===== src/rtl/mem_port_master_if.sv =====
// mem_port_master_if: requester-side handshake bundle for mem_port_master.
//   master modport : the requester (drives req/we/addr/wdata)
//   slave modport  : mem_port_master (drives ready/done/rdata/verify_err)
interface mem_port_master_if #(
   parameter int ADDR_W = 6,
   parameter int DATA_W = 16
);
   logic              req;
   logic              we;
   logic [ADDR_W-1:0] addr;
   logic [DATA_W-1:0] wdata;
   logic              ready;
   logic              done;
   logic [DATA_W-1:0] rdata;
   logic              verify_err;

   modport master (
      output req, we, addr, wdata,
      input  ready, done, rdata, verify_err
   );

   modport slave (
      input  req, we, addr, wdata,
      output ready, done, rdata, verify_err
   );
endinterface


===== src/rtl/mem_port_master.sv =====
// mem_port_master: single-access sequencer in front of a synchronous RAM
// with one-cycle read latency. One request is accepted while idle, issued
// to the RAM for exactly one cycle, and completed with a one-cycle done
// pulse. Every RAM-facing output and every requester-facing output comes
// straight from a register.
//
// Optional feature: define MEM_PORT_MASTER_WRITE_VERIFY_EN to read back
// each written word and flag a mismatch on verify_err. Without it the
// verify states do not exist and verify_err is tied low.
module mem_port_master #(
   parameter int ADDR_W = 6,
   parameter int DATA_W = 16
) (
   input  logic              clock,
   input  logic              resetn,
   mem_port_master_if.slave  bus,
   output logic [ADDR_W-1:0] ram_address,
   output logic [DATA_W-1:0] ram_data,
   output logic              ram_wren,
   input  logic [DATA_W-1:0] ram_q
);

`ifdef MEM_PORT_MASTER_WRITE_VERIFY_EN
   typedef enum logic [2:0] {
      S_IDLE  = 3'd0,
      S_ISSUE = 3'd1,
      S_WAIT  = 3'd2,
      S_VRD   = 3'd3,
      S_VWAIT = 3'd4,
      S_DONE  = 3'd5
   } state_t;
`else
   typedef enum logic [2:0] {
      S_IDLE  = 3'd0,
      S_ISSUE = 3'd1,
      S_WAIT  = 3'd2,
      S_DONE  = 3'd5
   } state_t;
`endif

   state_t            r_state;
   logic              r_we;
   logic              r_ready;
   logic              r_done;
   logic [DATA_W-1:0] r_rdata;
   logic [ADDR_W-1:0] r_ram_address;
   logic [DATA_W-1:0] r_ram_data;
   logic              r_ram_wren;
`ifdef MEM_PORT_MASTER_WRITE_VERIFY_EN
   logic              r_verify_err;
`endif

   // Sequencer: accept in IDLE, drive the RAM for one cycle in ISSUE, wait
   // out the read latency where needed, pulse done, return to IDLE.
   // ram_address/ram_data double as the latched request (they only change
   // on acceptance), so the verify compare uses ram_data as the reference.
   always_ff @(posedge clock or negedge resetn) begin
      if (!resetn) begin
         r_state       <= S_IDLE;
         r_we          <= 1'b0;
         r_ready       <= 1'b1;
         r_done        <= 1'b0;
         r_rdata       <= '0;
         r_ram_address <= '0;
         r_ram_data    <= '0;
         r_ram_wren    <= 1'b0;
`ifdef MEM_PORT_MASTER_WRITE_VERIFY_EN
         r_verify_err  <= 1'b0;
`endif
      end else begin
         r_done     <= 1'b0;
         r_ram_wren <= 1'b0;
         case (r_state)
            S_IDLE: begin
               if (bus.req) begin
                  r_we          <= bus.we;
                  r_ram_address <= bus.addr;
                  r_ram_data    <= bus.wdata;
                  r_ram_wren    <= bus.we;
                  r_ready       <= 1'b0;
                  r_state       <= S_ISSUE;
               end
            end
            S_ISSUE: begin
               if (r_we) begin
`ifdef MEM_PORT_MASTER_WRITE_VERIFY_EN
                  r_state <= S_VRD;
`else
                  r_done  <= 1'b1;
                  r_state <= S_DONE;
`endif
               end else begin
                  r_state <= S_WAIT;
               end
            end
            S_WAIT: begin
               r_rdata <= ram_q;
               r_done  <= 1'b1;
               r_state <= S_DONE;
            end
`ifdef MEM_PORT_MASTER_WRITE_VERIFY_EN
            S_VRD: begin
               r_state <= S_VWAIT;
            end
            S_VWAIT: begin
               r_verify_err <= (ram_q != r_ram_data);
               r_done       <= 1'b1;
               r_state      <= S_DONE;
            end
`endif
            S_DONE: begin
               r_ready <= 1'b1;
               r_state <= S_IDLE;
            end
            default: begin
               r_ready <= 1'b1;
               r_state <= S_IDLE;
            end
         endcase
      end
   end

   assign bus.ready   = r_ready;
   assign bus.done    = r_done;
   assign bus.rdata   = r_rdata;
   assign ram_address = r_ram_address;
   assign ram_data    = r_ram_data;
   assign ram_wren    = r_ram_wren;
`ifdef MEM_PORT_MASTER_WRITE_VERIFY_EN
   assign bus.verify_err = r_verify_err;
`else
   assign bus.verify_err = 1'b0;
`endif

endmodule

===== src/flat_wrapper.sv =====
// flat-port wrapper written by rule: the top's interface ports become plain ports
module mem_port_master_flat 
#(
   parameter int ADDR_W = 6,
   parameter int DATA_W = 16
)
  (clock, resetn, ram_address, ram_data, ram_wren, ram_q, bus_req, bus_we, bus_addr, bus_wdata, bus_ready, bus_done, bus_rdata, bus_verify_err);
  mem_port_master_if #(.ADDR_W(ADDR_W), .DATA_W(DATA_W)) bus_i ();
  input  logic clock;
  input  logic resetn;
  output logic [ADDR_W-1:0] ram_address;
  output logic [DATA_W-1:0] ram_data;
  output logic ram_wren;
  input  logic [DATA_W-1:0] ram_q;
  input wire logic [$bits(bus_i.req)-1:0] bus_req;
  input wire logic [$bits(bus_i.we)-1:0] bus_we;
  input wire logic [$bits(bus_i.addr)-1:0] bus_addr;
  input wire logic [$bits(bus_i.wdata)-1:0] bus_wdata;
  output wire logic [$bits(bus_i.ready)-1:0] bus_ready;
  output wire logic [$bits(bus_i.done)-1:0] bus_done;
  output wire logic [$bits(bus_i.rdata)-1:0] bus_rdata;
  output wire logic [$bits(bus_i.verify_err)-1:0] bus_verify_err;
  assign bus_i.req = bus_req;
  assign bus_i.we = bus_we;
  assign bus_i.addr = bus_addr;
  assign bus_i.wdata = bus_wdata;
  assign bus_ready = bus_i.ready;
  assign bus_done = bus_i.done;
  assign bus_rdata = bus_i.rdata;
  assign bus_verify_err = bus_i.verify_err;
  mem_port_master #(.ADDR_W(ADDR_W), .DATA_W(DATA_W)) u_core (.clock(clock), .resetn(resetn), .bus(bus_i), .ram_address(ram_address), .ram_data(ram_data), .ram_wren(ram_wren), .ram_q(ram_q));
endmodule

===== config.mk =====
export PLATFORM = sky130hd
export DESIGN_NAME = mem_port_master_flat
export DESIGN_NICKNAME = d
export VERILOG_FILES = /design/src/rtl/mem_port_master_if.sv /design/src/rtl/mem_port_master.sv /design/src/flat_wrapper.sv
export SDC_FILE = /design/constraint.sdc
export NUM_CORES = 1
export LEC_CHECK = 0
export ABC_AREA = 1
export ABC_CLOCK_PERIOD_IN_PS = 1600
export BUFFER_PORTS_ARGS = -buffer_cell sky130_fd_sc_hd__buf_4
export CAP_MARGIN = 15
export CELL_PAD_IN_SITES_DETAIL_PLACEMENT = 2
export CELL_PAD_IN_SITES_GLOBAL_PLACEMENT = 2
export CORE_UTILIZATION = 26
export CTS_CLUSTER_SIZE = 20
export DETAILED_ROUTE_END_ITERATION = 10
export PLACE_DENSITY = 0.77
export SYNTH_ARGS = -nofsm -noshare
export SYNTH_HDL_FRONTEND = slang
export SYNTH_SLANG_ARGS = --single-unit

===== constraint.sdc =====
create_clock -name clock -period 1.6 [get_ports clock]
set_input_delay 0 -clock clock [delete_from_list [all_inputs] [get_ports clock]]
set_output_delay 0 -clock clock [all_outputs]
set_load 0.05 [all_outputs]

Yosys cells after proc, flatten, opt, wreduce, memory -nomap -nowiden:

Index checks and enable logic that the tools add are counted.

* reduce and logical (&&, ||, !) cells: 4
* bitwise gates (word level): 1
* multiplexer cells: 9
* equal/unequal tests: 3

Operator list (count)
* 3-bit one-hot mux with 3 select lines: 1
* 3-bit 2-to-1 mux: 2
* 1-bit 2-to-1 mux: 4
* 1-bit one-hot mux with 2 select lines: 2
* 2-bit AND reduction: 2
* 3-bit by 1-bit == test with 1-bit output (second input constant): 1
* 3-bit by 2-bit == test with 1-bit output (second input constant): 1
* 3-bit logical NOT: 1
* 2-bit != test (second input constant): 1
* 2-bit OR reduction: 1
* 1-bit NOT: 1

* input bits: 42
* bits in registers: 45
* output and inout port bits: 42
* logic and storage cells: 25

Depth between registers and ports, before layout:

* word-level depth: 4
* mapped depth: 6
* gate-level depth less buffers: 4

Least setup slack after synthesis:

OpenSTA, ideal clock, no wires.

* path type: reg2reg
* from: register u_core.r_state[0]
* to: register u_core.r_rdata[10], in the netlist u_core.bus.rdata[10]
* clock period less this slack: 1.109 ns
* path buffers: 1
* cell stages (with the launch flop): 6
* setup time: 0.119 ns
* setup slack: 0.491 ns
* data required time: 1.481 ns
* arrival time: 0.990 ns
* cells stage by stage: dfrtp_1 nor2_4 nand2_2 buf_2 nand2_1 nand2_1

* word-level cells in the longest chain between the ends: 1

RTL lines
* from (decl): RTL line mem_port_master.sv:41 `state_t r_state;`
* from (signal assigned): RTL line mem_port_master.sv:59 `r_state <= S_IDLE;`
* from (signal assigned): RTL line mem_port_master.sv:81 `r_state <= S_ISSUE;`
* from (signal assigned): RTL line mem_port_master.sv:90 `r_state <= S_DONE;`
* 3-bit by 2-bit == test with 1-bit output: RTL line mem_port_master.sv:73 `case (r_state)`
* to (signal assigned): RTL line mem_port_master.sv:97 `r_rdata <= ram_q;`
* to (decl): RTL line mem_port_master.sv:45 `logic [DATA_W-1:0] r_rdata;`

No other way between the ends.
A chain may end at the register's enable or synchronous reset.

Worst setup path in the final report:

* from: register u_core.r_state[0]
* to: register u_core.r_ram_data[3], in the netlist u_core.ram_data[3]

* word-level cells in the longest chain between the ends: 2

RTL lines
* 3-bit logical NOT: RTL line mem_port_master.sv:73
* 2-bit AND reduction (no line)
* to (signal assigned): RTL line mem_port_master.sv:78 `r_ram_data <= bus.wdata;`
* to (decl): RTL line mem_port_master.sv:47 `logic [DATA_W-1:0] r_ram_data;`

No other way between the ends.

==> flow_metrics.env <==
export IMPL_grt_busiest_layer="met2"
export IMPL_cts_sinks=45
export IMPL_ios=84
export IMPL_required_ns=1.78
export IMPL_leakage_nw=1.58
export IMPL_stdcell_count=411
export IMPL_place_gp_congestion=0.681
export IMPL_synth_net_count=236
export IMPL_fp_dieW_microns=85.8
export IMPL_syn_inst=194
export IMPL_ys_seq_area_frac=0.618
export IMPL_layout_min_cycle_time_ns=1.30
export IMPL_hp_class="input pin to flop"
export IMPL_rsz0062_at_grt="no"
export IMPL_drt_total_wl_microns=5930
export IMPL_firstDrtPassIters=4
export IMPL_start_util=0.269
export IMPL_drive_gt1_frac=0.317
export IMPL_grt_max_degree=46
export IMPL_cts_buffer_depth=2
export IMPL_wl_per_cell_microns=14.4
export IMPL_grt_pass1_vias=2039
export IMPL_synth_cell_types=15
export IMPL_cts_buffers=5
export IMPL_area_delta_synth_final_pct=64.5
export IMPL_num_antenna_cells=0
export IMPL_hold_worst_slack_ns=0.108
export IMPL_postCtsResizedCells=0
export IMPL_die_y_microns=85.8
export IMPL_grt_util_met2=0.325
export IMPL_powerDensity_nw_per_um2=2270
export IMPL_hold_viol_final=0
export IMPL_swShare=0.536
export IMPL_tightest_slew_ns=0.592
export IMPL_ys_ff_latch=45
export IMPL_cts_tree="yes"
export IMPL_dp_cells=363
export IMPL_clk_insertion_delay_late_ns=0.30
export IMPL_clockRootBuffer="clkbuf_8"
export IMPL_vias_per_cell=4.42
export IMPL_switchingPower_w=0.00365
export IMPL_pwr_share_seq=0.298
export IMPL_h_tree_depth=2
export IMPL_crit_arrival_ns=1.48
export IMPL_cp_end_kind="flop"
export IMPL_dp_hpwl_microns=3780
export IMPL_status="finished, final reports clean"
export IMPL_cp_start_kind="flop"
export IMPL_p_comb_frac=0.598
export IMPL_fmax_mhz=772
export IMPL_p_int_w=0.00316
export IMPL_cp_max_fo=25
export IMPL_min_period_over_period=0.809
export IMPL_power_frac_clock=0.104
export IMPL_fin_setup_tns_ns=0
export IMPL_use_met3=0.0308
export IMPL_drc=0
export IMPL_met1_usage=0.209
export IMPL_antenna_left=0
export IMPL_ir_drop_uv=1220
export IMPL_grt_pass1_wl_microns=9940
export IMPL_antenna_found_initial=0
export IMPL_avgSynthCellArea_sq_um=9.40
export IMPL_grt_ovfl_total=0
export IMPL_synthesis_area_sq_um=1820
export IMPL_post_route_util=0.442
export IMPL_core_area_sq_um=6790
export IMPL_dr_first_iter_drc_count=52
export IMPL_clk_pin_slew_ns=0.09
export IMPL_layout_nets=356
export IMPL_critPathKind="flop to flop"
export IMPL_skew_ns=0.00633
export IMPL_yosysWarnings=0
export IMPL_setup_violations=0
export IMPL_maxSlewViolCount=0
export IMPL_grt_usage=0.177
export IMPL_vias=1816
export IMPL_die_area_sq_um=7360
export IMPL_port_buffers=82
export IMPL_cap_violations=0
export IMPL_num_rows=30
export IMPL_maxSlewHeadroom=0.606
==> cell families (layout without fill, tap and decap cells) <==
group | count (synthesis) | in the layout | share of synthesized area
and+or+nand+nor | 130 | 130 | 0.326
DFF | 45 | 45 | 0.618
buffers and inverters | 18 | 139 | 0.0542
other | 1 | 1 | 0.00206
==> area by class of cell <==
type                            count  area [sq um]
Clock buffer                        5          68.8
Tap cell                           96           120
Fill cell                         736          3790
Timing Repair Buffer              127          1050
Clock inverter                      3          17.5
Sequential cell                    45          1130
Multi-Input combinational cell    131           598
Inverter                            4          15.0
==> worst max-delay path, cell delays in order (launching register included) <==
cell	delay (ns)
dfrtp_1	0.44
nor2_4	0.21
nand3_4	0.29
nand2_1	0.17
nand2_1	0.07
==> cell usage after synthesis (all sizes together) <==
library cell  instances  area (sq um)
nand2                84           318
nand4                24           150
conb                  1          3.75
buf                  14          83.8
nand3                19           108
inv                   4          15.0
dfstp                 1          26.3
nor2                  3          18.8
dfrtp                44          1100
==> per-stage QoR <==
stage | setup slack (ns) | area (sq um) | power [W]
final | 0.305 | 3000 | 0.00680
after CTS | 0.311 | 3000 | 0.00688
after global routing | 0.197 | 3000 | 0.00724
after detailed placement | 0.327 | 2510 | 0.00609
after global placement | 0.399 | 2510 | 0.00597
after floorplan | 0.491 | 1820 | 0.00478
==> sequential cells by signal, summed over array words and instances, names as in the netlist <==
signal,cells
u_core.r_we,1
u_core.bus.rdata,16
u_core.ram_data,16
u_core.ram_address,6
u_core.ram_wren,1
u_core.bus.done,1
u_core.r_state,3
u_core.bus.ready,1
==> path summary, 6_finish.rpt <==
check                      slack (ns)                    end  cells past startpoint               from
setup / recovery                 0.30     u_core.ram_data[3]                      4  u_core.r_state[0]
hold reg to reg                  0.47      u_core.r_state[1]                      1        u_core.r_we
setup reg to reg                 0.30     u_core.ram_data[3]                      4  u_core.r_state[0]
min in group asynchronous        0.28     u_core.ram_data[5]                      2             resetn
hold / removal                   0.11  u_core.ram_address[4]                      3            bus_req
max in group asynchronous        0.91    u_core.ram_data[15]                      2             resetn
==> power by group through the flow <==
stage	Combinational [W]	Sequential [W]	Clock [W]
floorplan	0.00107	0.00371	0
global placement	0.00394	0.00204	0
detailed placement	0.00404	0.00205	0
CTS	0.00412	0.00204	0.000730
global route	0.00437	0.00209	0.000779
finish	0.00407	0.00203	0.000706
==> placed cells by master, fill, tap and decap left out <==
master / synthesis / layout
buf_4: 3 / 87
nand2_1: 83 / 83
dfrtp_1: 44 / 44
dlygate4sd3_1: 0 / 40
nand4_1: 24 / 24
nand3_1: 18 / 18
clkbuf_8: 0 / 5
inv_1: 3 / 3
nor2_1: 2 / 2
clkinv_2: 0 / 2
inv_2: 1 / 1
nor2_4: 1 / 1
nand2_2: 1 / 1
nand3_4: 1 / 1
conb_1: 1 / 1
clkinvlp_4: 0 / 1
dfstp_2: 1 / 1
==> per-layer routing <==
metal / routed length [microns] / vias to the layer above
met5: 0 / -
met4: 84 / 0
met3: 195 / 4
met2: 3250 / 46
met1: 2400 / 893
li1: - / 873
==> timing repair <==
item                                   CTS  global route
buffers inserted                         0             0
endpoints found under the hold margin   84             0
hold buffers                            40             0
Note: power is estimated with default switching activity, not from simulation.
